===== src/rtl/bottle_box_counter.sv =====
// ============================================================================
// Module   : bottle_box_counter
// Purpose  : Debounced bottle counter that packs bottles into boxes and gates
//            the conveyor belt.
// Revision : 1.0
// ============================================================================
`default_nettype none

module bottle_box_counter #(
    parameter int BOX_SIZE        = 12,
    parameter int DEBOUNCE_CYCLES = 4
) (
    input  logic       clk,
    input  logic       reset_n,
    input  logic       sensor_raw,
    input  logic       start,
    input  logic       clear,
    input  logic       box_ack,
    output logic [4:0] count,
    output logic       belt_run,
    output logic       box_full,
    output logic       overflow
);

    localparam logic [4:0] c_BOX_SIZE = 5'(BOX_SIZE);
    localparam logic [7:0] c_DB_LAST  = 8'(DEBOUNCE_CYCLES - 1);

    if (BOX_SIZE < 1 || BOX_SIZE > 31) begin : g_bad_box_size
        $error("BOX_SIZE must be in 1..31");
    end
    if (DEBOUNCE_CYCLES < 2 || DEBOUNCE_CYCLES > 255) begin : g_bad_debounce
        $error("DEBOUNCE_CYCLES must be in 2..255");
    end

    typedef enum logic [1:0] {
        ST_IDLE     = 2'd0,
        ST_COUNTING = 2'd1,
        ST_FULL     = 2'd2
    } state_t;

    logic       r_s1;
    logic       r_s2;
    logic       r_filtered;
    logic       r_filt_prev;
    logic [7:0] r_db_cnt;
    logic       w_bottle;

    state_t     r_state;
    state_t     w_state_nxt;
    logic [4:0] r_count;
    logic [4:0] w_count_nxt;
    logic       r_belt_run;
    logic       w_belt_run_nxt;
    logic       r_box_full;
    logic       w_box_full_nxt;
    logic       r_overflow;
    logic       w_overflow_nxt;

    // Sensor conditioning: synchroniser, stability counter, rising-edge detect.
    always_ff @(posedge clk or negedge reset_n) begin
        if (!reset_n) begin
            r_s1        <= 1'b0;
            r_s2        <= 1'b0;
            r_filtered  <= 1'b0;
            r_filt_prev <= 1'b0;
            r_db_cnt    <= 8'd0;
        end else begin
            r_s1        <= sensor_raw;
            r_s2        <= r_s1;
            r_filt_prev <= r_filtered;
            if (r_s2 == r_filtered) begin
                r_db_cnt <= 8'd0;
            end else if (r_db_cnt == c_DB_LAST) begin
                r_filtered <= r_s2;
                r_db_cnt   <= 8'd0;
            end else begin
                r_db_cnt <= r_db_cnt + 8'd1;
            end
        end
    end

    assign w_bottle = r_filtered & ~r_filt_prev;

    always_ff @(posedge clk or negedge reset_n) begin
        if (!reset_n) begin
            r_state    <= ST_IDLE;
            r_count    <= 5'd0;
            r_belt_run <= 1'b0;
            r_box_full <= 1'b0;
            r_overflow <= 1'b0;
        end else begin
            r_state    <= w_state_nxt;
            r_count    <= w_count_nxt;
            r_belt_run <= w_belt_run_nxt;
            r_box_full <= w_box_full_nxt;
            r_overflow <= w_overflow_nxt;
        end
    end

    always_comb begin
        w_state_nxt    = r_state;
        w_count_nxt    = r_count;
        w_belt_run_nxt = r_belt_run;
        w_box_full_nxt = r_box_full;
        w_overflow_nxt = r_overflow;

        if (clear) begin
            w_state_nxt    = ST_IDLE;
            w_count_nxt    = 5'd0;
            w_belt_run_nxt = 1'b0;
            w_box_full_nxt = 1'b0;
            w_overflow_nxt = 1'b0;
        end else begin
            case (r_state)
                ST_IDLE: begin
                    if (start) begin
                        w_state_nxt    = ST_COUNTING;
                        w_belt_run_nxt = 1'b1;
                    end
                end
                ST_COUNTING: begin
                    if (w_bottle) begin
                        w_count_nxt = r_count + 5'd1;
                        if (r_count + 5'd1 == c_BOX_SIZE) begin
                            w_state_nxt    = ST_FULL;
                            w_box_full_nxt = 1'b1;
                            w_belt_run_nxt = 1'b0;
                        end
                    end
                end
                ST_FULL: begin
                    if (box_ack) begin
                        w_overflow_nxt = 1'b0;
                        // A bottle arriving with the ack goes into the fresh box.
                        if (w_bottle) begin
                            w_count_nxt = 5'd1;
                            if (c_BOX_SIZE == 5'd1) begin
                                w_state_nxt    = ST_FULL;
                                w_box_full_nxt = 1'b1;
                                w_belt_run_nxt = 1'b0;
                            end else begin
                                w_state_nxt    = ST_COUNTING;
                                w_box_full_nxt = 1'b0;
                                w_belt_run_nxt = 1'b1;
                            end
                        end else begin
                            w_count_nxt    = 5'd0;
                            w_state_nxt    = ST_COUNTING;
                            w_box_full_nxt = 1'b0;
                            w_belt_run_nxt = 1'b1;
                        end
                    end else if (w_bottle) begin
                        w_overflow_nxt = 1'b1;
                    end
                end
                default: begin
                    w_state_nxt    = ST_IDLE;
                    w_count_nxt    = 5'd0;
                    w_belt_run_nxt = 1'b0;
                    w_box_full_nxt = 1'b0;
                    w_overflow_nxt = 1'b0;
                end
            endcase
        end
    end

    assign count    = r_count;
    assign belt_run = r_belt_run;
    assign box_full = r_box_full;
    assign overflow = r_overflow;

endmodule

`default_nettype wire

===== config.mk =====
export PLATFORM = sky130hd
export DESIGN_NAME = bottle_box_counter
export DESIGN_NICKNAME = d
export VERILOG_FILES = /design/src/rtl/bottle_box_counter.sv
export SDC_FILE = /design/constraint.sdc
export NUM_CORES = 1
export LEC_CHECK = 0
export BUFFER_PORTS_ARGS = -buffer_cell sky130_fd_sc_hd__buf_2
export CORE_ASPECT_RATIO = 0.7
export CORE_MARGIN = 2
export CORE_UTILIZATION = 45
export DETAILED_ROUTE_END_ITERATION = 8
export PLACE_DENSITY = 0.61
export SYNTH_ARGS = -nofsm -noshare
export SYNTH_HDL_FRONTEND = slang
export SYNTH_SLANG_ARGS = --single-unit

===== constraint.sdc =====
create_clock -name clk -period 2 [get_ports clk]
set_input_delay 0.4 -clock clk [delete_from_list [all_inputs] [get_ports clk]]
set_output_delay 0.4 -clock clk [all_outputs]
set_load 0.01 [all_outputs]

==> results.toml <==
[setup_path]
cp.arrival_ps = 1970
cp-start-kind = "register"
worstPathCellList = "inv_1 -> ha_1 -> and2b_1 -> a211oi_2 -> nor2_1 -> a21o_1"
slowest_stage = "dfrtp_1"
worst_ep_required_time_ps = 2150
crit_type = "reg -> reg"
crit_fanout = 6
end_kind = "register"
max_stage_delay_ps = 420

[cells_and_area]
final_common_cell = "dfrtp_1"
stdcell_area_mm2 = 0.00131
syn2layout_area_growth_pct = 12.7
diodes = 0
finalNetCount = 142
final_cells = 162
final_cell_mix = "dfrtp_1, buf_2, nand3_1"
drive_gt1_frac = 0.188

[synth]
synth-edff-count = 0
syn_nets = 125
synth_seq_cells = 22
yosysWarnings = 0
ys.flop_type = "dfrtp_1"
synthDistinctLibCells = 37
synthArstFlopShare = 1.00
postSynthAreaPerCell_um2 = 10.3
syn-cell-area_mm2 = 0.00117
synthCells = 113
synth.yosys.seq_area_share = 0.472

[place]
dpl.cell_count = 159
placed_cell_area_mm2 = 0.00127
portBuffers = 13
place_ws_ps = 253
hpwl_um = 1590
gp_congestion = 0.802

[sta]
tightest_slew_ps = 513
slew_viol_final = 0
fin_crit_ps = 1820
setup_viol = 0
slew_headroom = 0.658
rsz0062_at_grt = "no"
skew_ps = 6.46
fmax_ghz = 0.551
period_share = 0.908
setup_slack_ps = 184
hold_viol = 0
setup_tns_ps = 0

[clocking]
cts_setup_buffers = 0
htree_levels = 1
postCtsHoldBufs = 0
cts_tree = "done"
cts.sinks = 22
clk_latency_ps = 260
cts_buffer_depth = 2
cts-resized-gates = 0
clk_pin_slew_ps = 80
cts_buffers = 3
ctsRootBufferMaster = "clkbuf_8"

[floorplanning]
die_area_mm2 = 0.00302
core_mm2 = 0.00246
die_w_um = 64.8
ios = 14
rows = 15
start_util = 0.474
die_height_um = 46.6

[routing]
ant_nets = 0
drt_iter0_drc = 55
via_per_inst = 5.15
firstDrtPassIters = 6
wire_per_inst_um = 13.2
drc = 0
via_count = 835
wirelength_um = 2140

[pwr]
p_clk_frac = 0.196
pwr-share-seq = 0.435
p_per_area_mw_per_mm2 = 1020
p_total_uw = 1340
ir_worst_vdd_mv = 0.564
p_int_uw = 859
p_leak_uw = 0.000616
p_comb_frac = 0.368
switching_share = 0.361
power_switching_uw = 485

[worst_hold_path]
min_path_type = "in -> async"

[global_routing]
grt_max_degree = 23
grt_pass1_vias = 765
grt_pass1_wl_um = 3720
grt_overflow_total = 0
antenna_found_initial = 0
track_usage = 0.168

[outcome]
status = "finished, final reports clean"

[run]
maxCapViolations = 0
## power groups by stage
| stage | combinational (uW) | sequential (uW) | clock [uW] |
|---|---|---|---|
| floorplan | 380 | 583 | 0 |
| global placement | 484 | 590 | 0 |
| detailed placement | 496 | 592 | 0 |
| CTS | 494 | 585 | 276 |
| global route | 545 | 597 | 298 |
| finish | 495 | 585 | 264 |
## cells in the mapped netlist, types with 2 or more instances
master	n	share of area
nor3_1	8	0.034
nand3_1	12	0.052
mux2i_1	2	0.017
ha_1	6	0.064
o21ai_1	2	0.0086
and3_1	2	0.011
dfrtp_1	22	0.47
nand2_1	6	0.019
inv_1	5	0.016
xor2_1	6	0.045
nor2_1	10	0.032
nor2b_1	3	0.016
a21oi_1	4	0.017
a22o_1	2	0.015
## layout make-up
cell class | instances | area, um2
inverters | 5 | 18.8
clock buffers | 3 | 41.3
well taps | 34 | 42.5
flip-flops and latches | 22 | 551
fillers | 231 | 1140
multi-input cells | 84 | 588
repair buffers | 14 | 72.6
## through the flow
stage                      util  hold WS, ps
after floorplan               -          104
after global placement    0.518          338
after detailed placement  0.518          342
after CTS                 0.534          115
after global routing      0.534          130
final                     0.534         92.6
## worst max-delay path, delay by kind of cell (launching register included)
| family | cells | cell delay, ps |
|---|---|---|
| AOI/OAI and AO/OA | 2 | 580 |
| and+or+nand+nor | 2 | 380 |
| DFF | 1 | 420 |
| buffers and inverters | 1 | 90 |
| adders and majority gates | 1 | 240 |
## path summary, 6_finish.rpt
check | start | end | slack (ps) | depth (start not counted)
worst max-delay path | r_state[0]$_DFFE_PN0P_ | count[4]$_DFFE_PN0P_ | 180 | 6
worst min-delay path | reset_n | count[4]$_DFFE_PN0P_ | 90 | 1
worst max register to register | r_state[0]$_DFFE_PN0P_ | count[4]$_DFFE_PN0P_ | 180 | 6
worst min register to register | r_s1$_DFF_PN0_ | r_s2$_DFF_PN0_ | 360 | 0
max in group asynchronous | reset_n | r_db_cnt[1]$_DFF_PN0_ | 1570 | 1
min in group clk | sensor_raw | r_s1$_DFF_PN0_ | 250 | 1
## registers in the layout, summed over array words and instances, names as in the netlist
signal / flops
belt_run: 1
box_full: 1
count: 5
overflow: 1
r_db_cnt: 8
r_filt_prev: 1
r_filtered: 1
r_s1: 1
r_s2: 1
r_state: 2
## cell families (layout without fill, tap and decap cells)
logic type               after synthesis  in the layout  synth area share
buffers and inverters                  7             22            0.0236
adder cells (fa/ha/maj)                6              6            0.0644
XOR/XNOR                               7              7            0.0526
AND/OR/NAND/NOR                       51             51             0.237
flip-flops                            22             22             0.472
multiplexers                           3              3            0.0268
AO/OA/AOI/OAI                         17             17             0.123
## metal layers
layer / vias up / wire length (um) / GRT usage
li1: 431 / - / -
met1: 389 / 1260 / 0.270
met2: 15 / 796 / 0.212
met3: 0 / 90 / 0.0513
met4: 0 / 0 / 0.0383
met5: - / 0 / 0
Note: power is estimated with default switching activity, not from simulation.
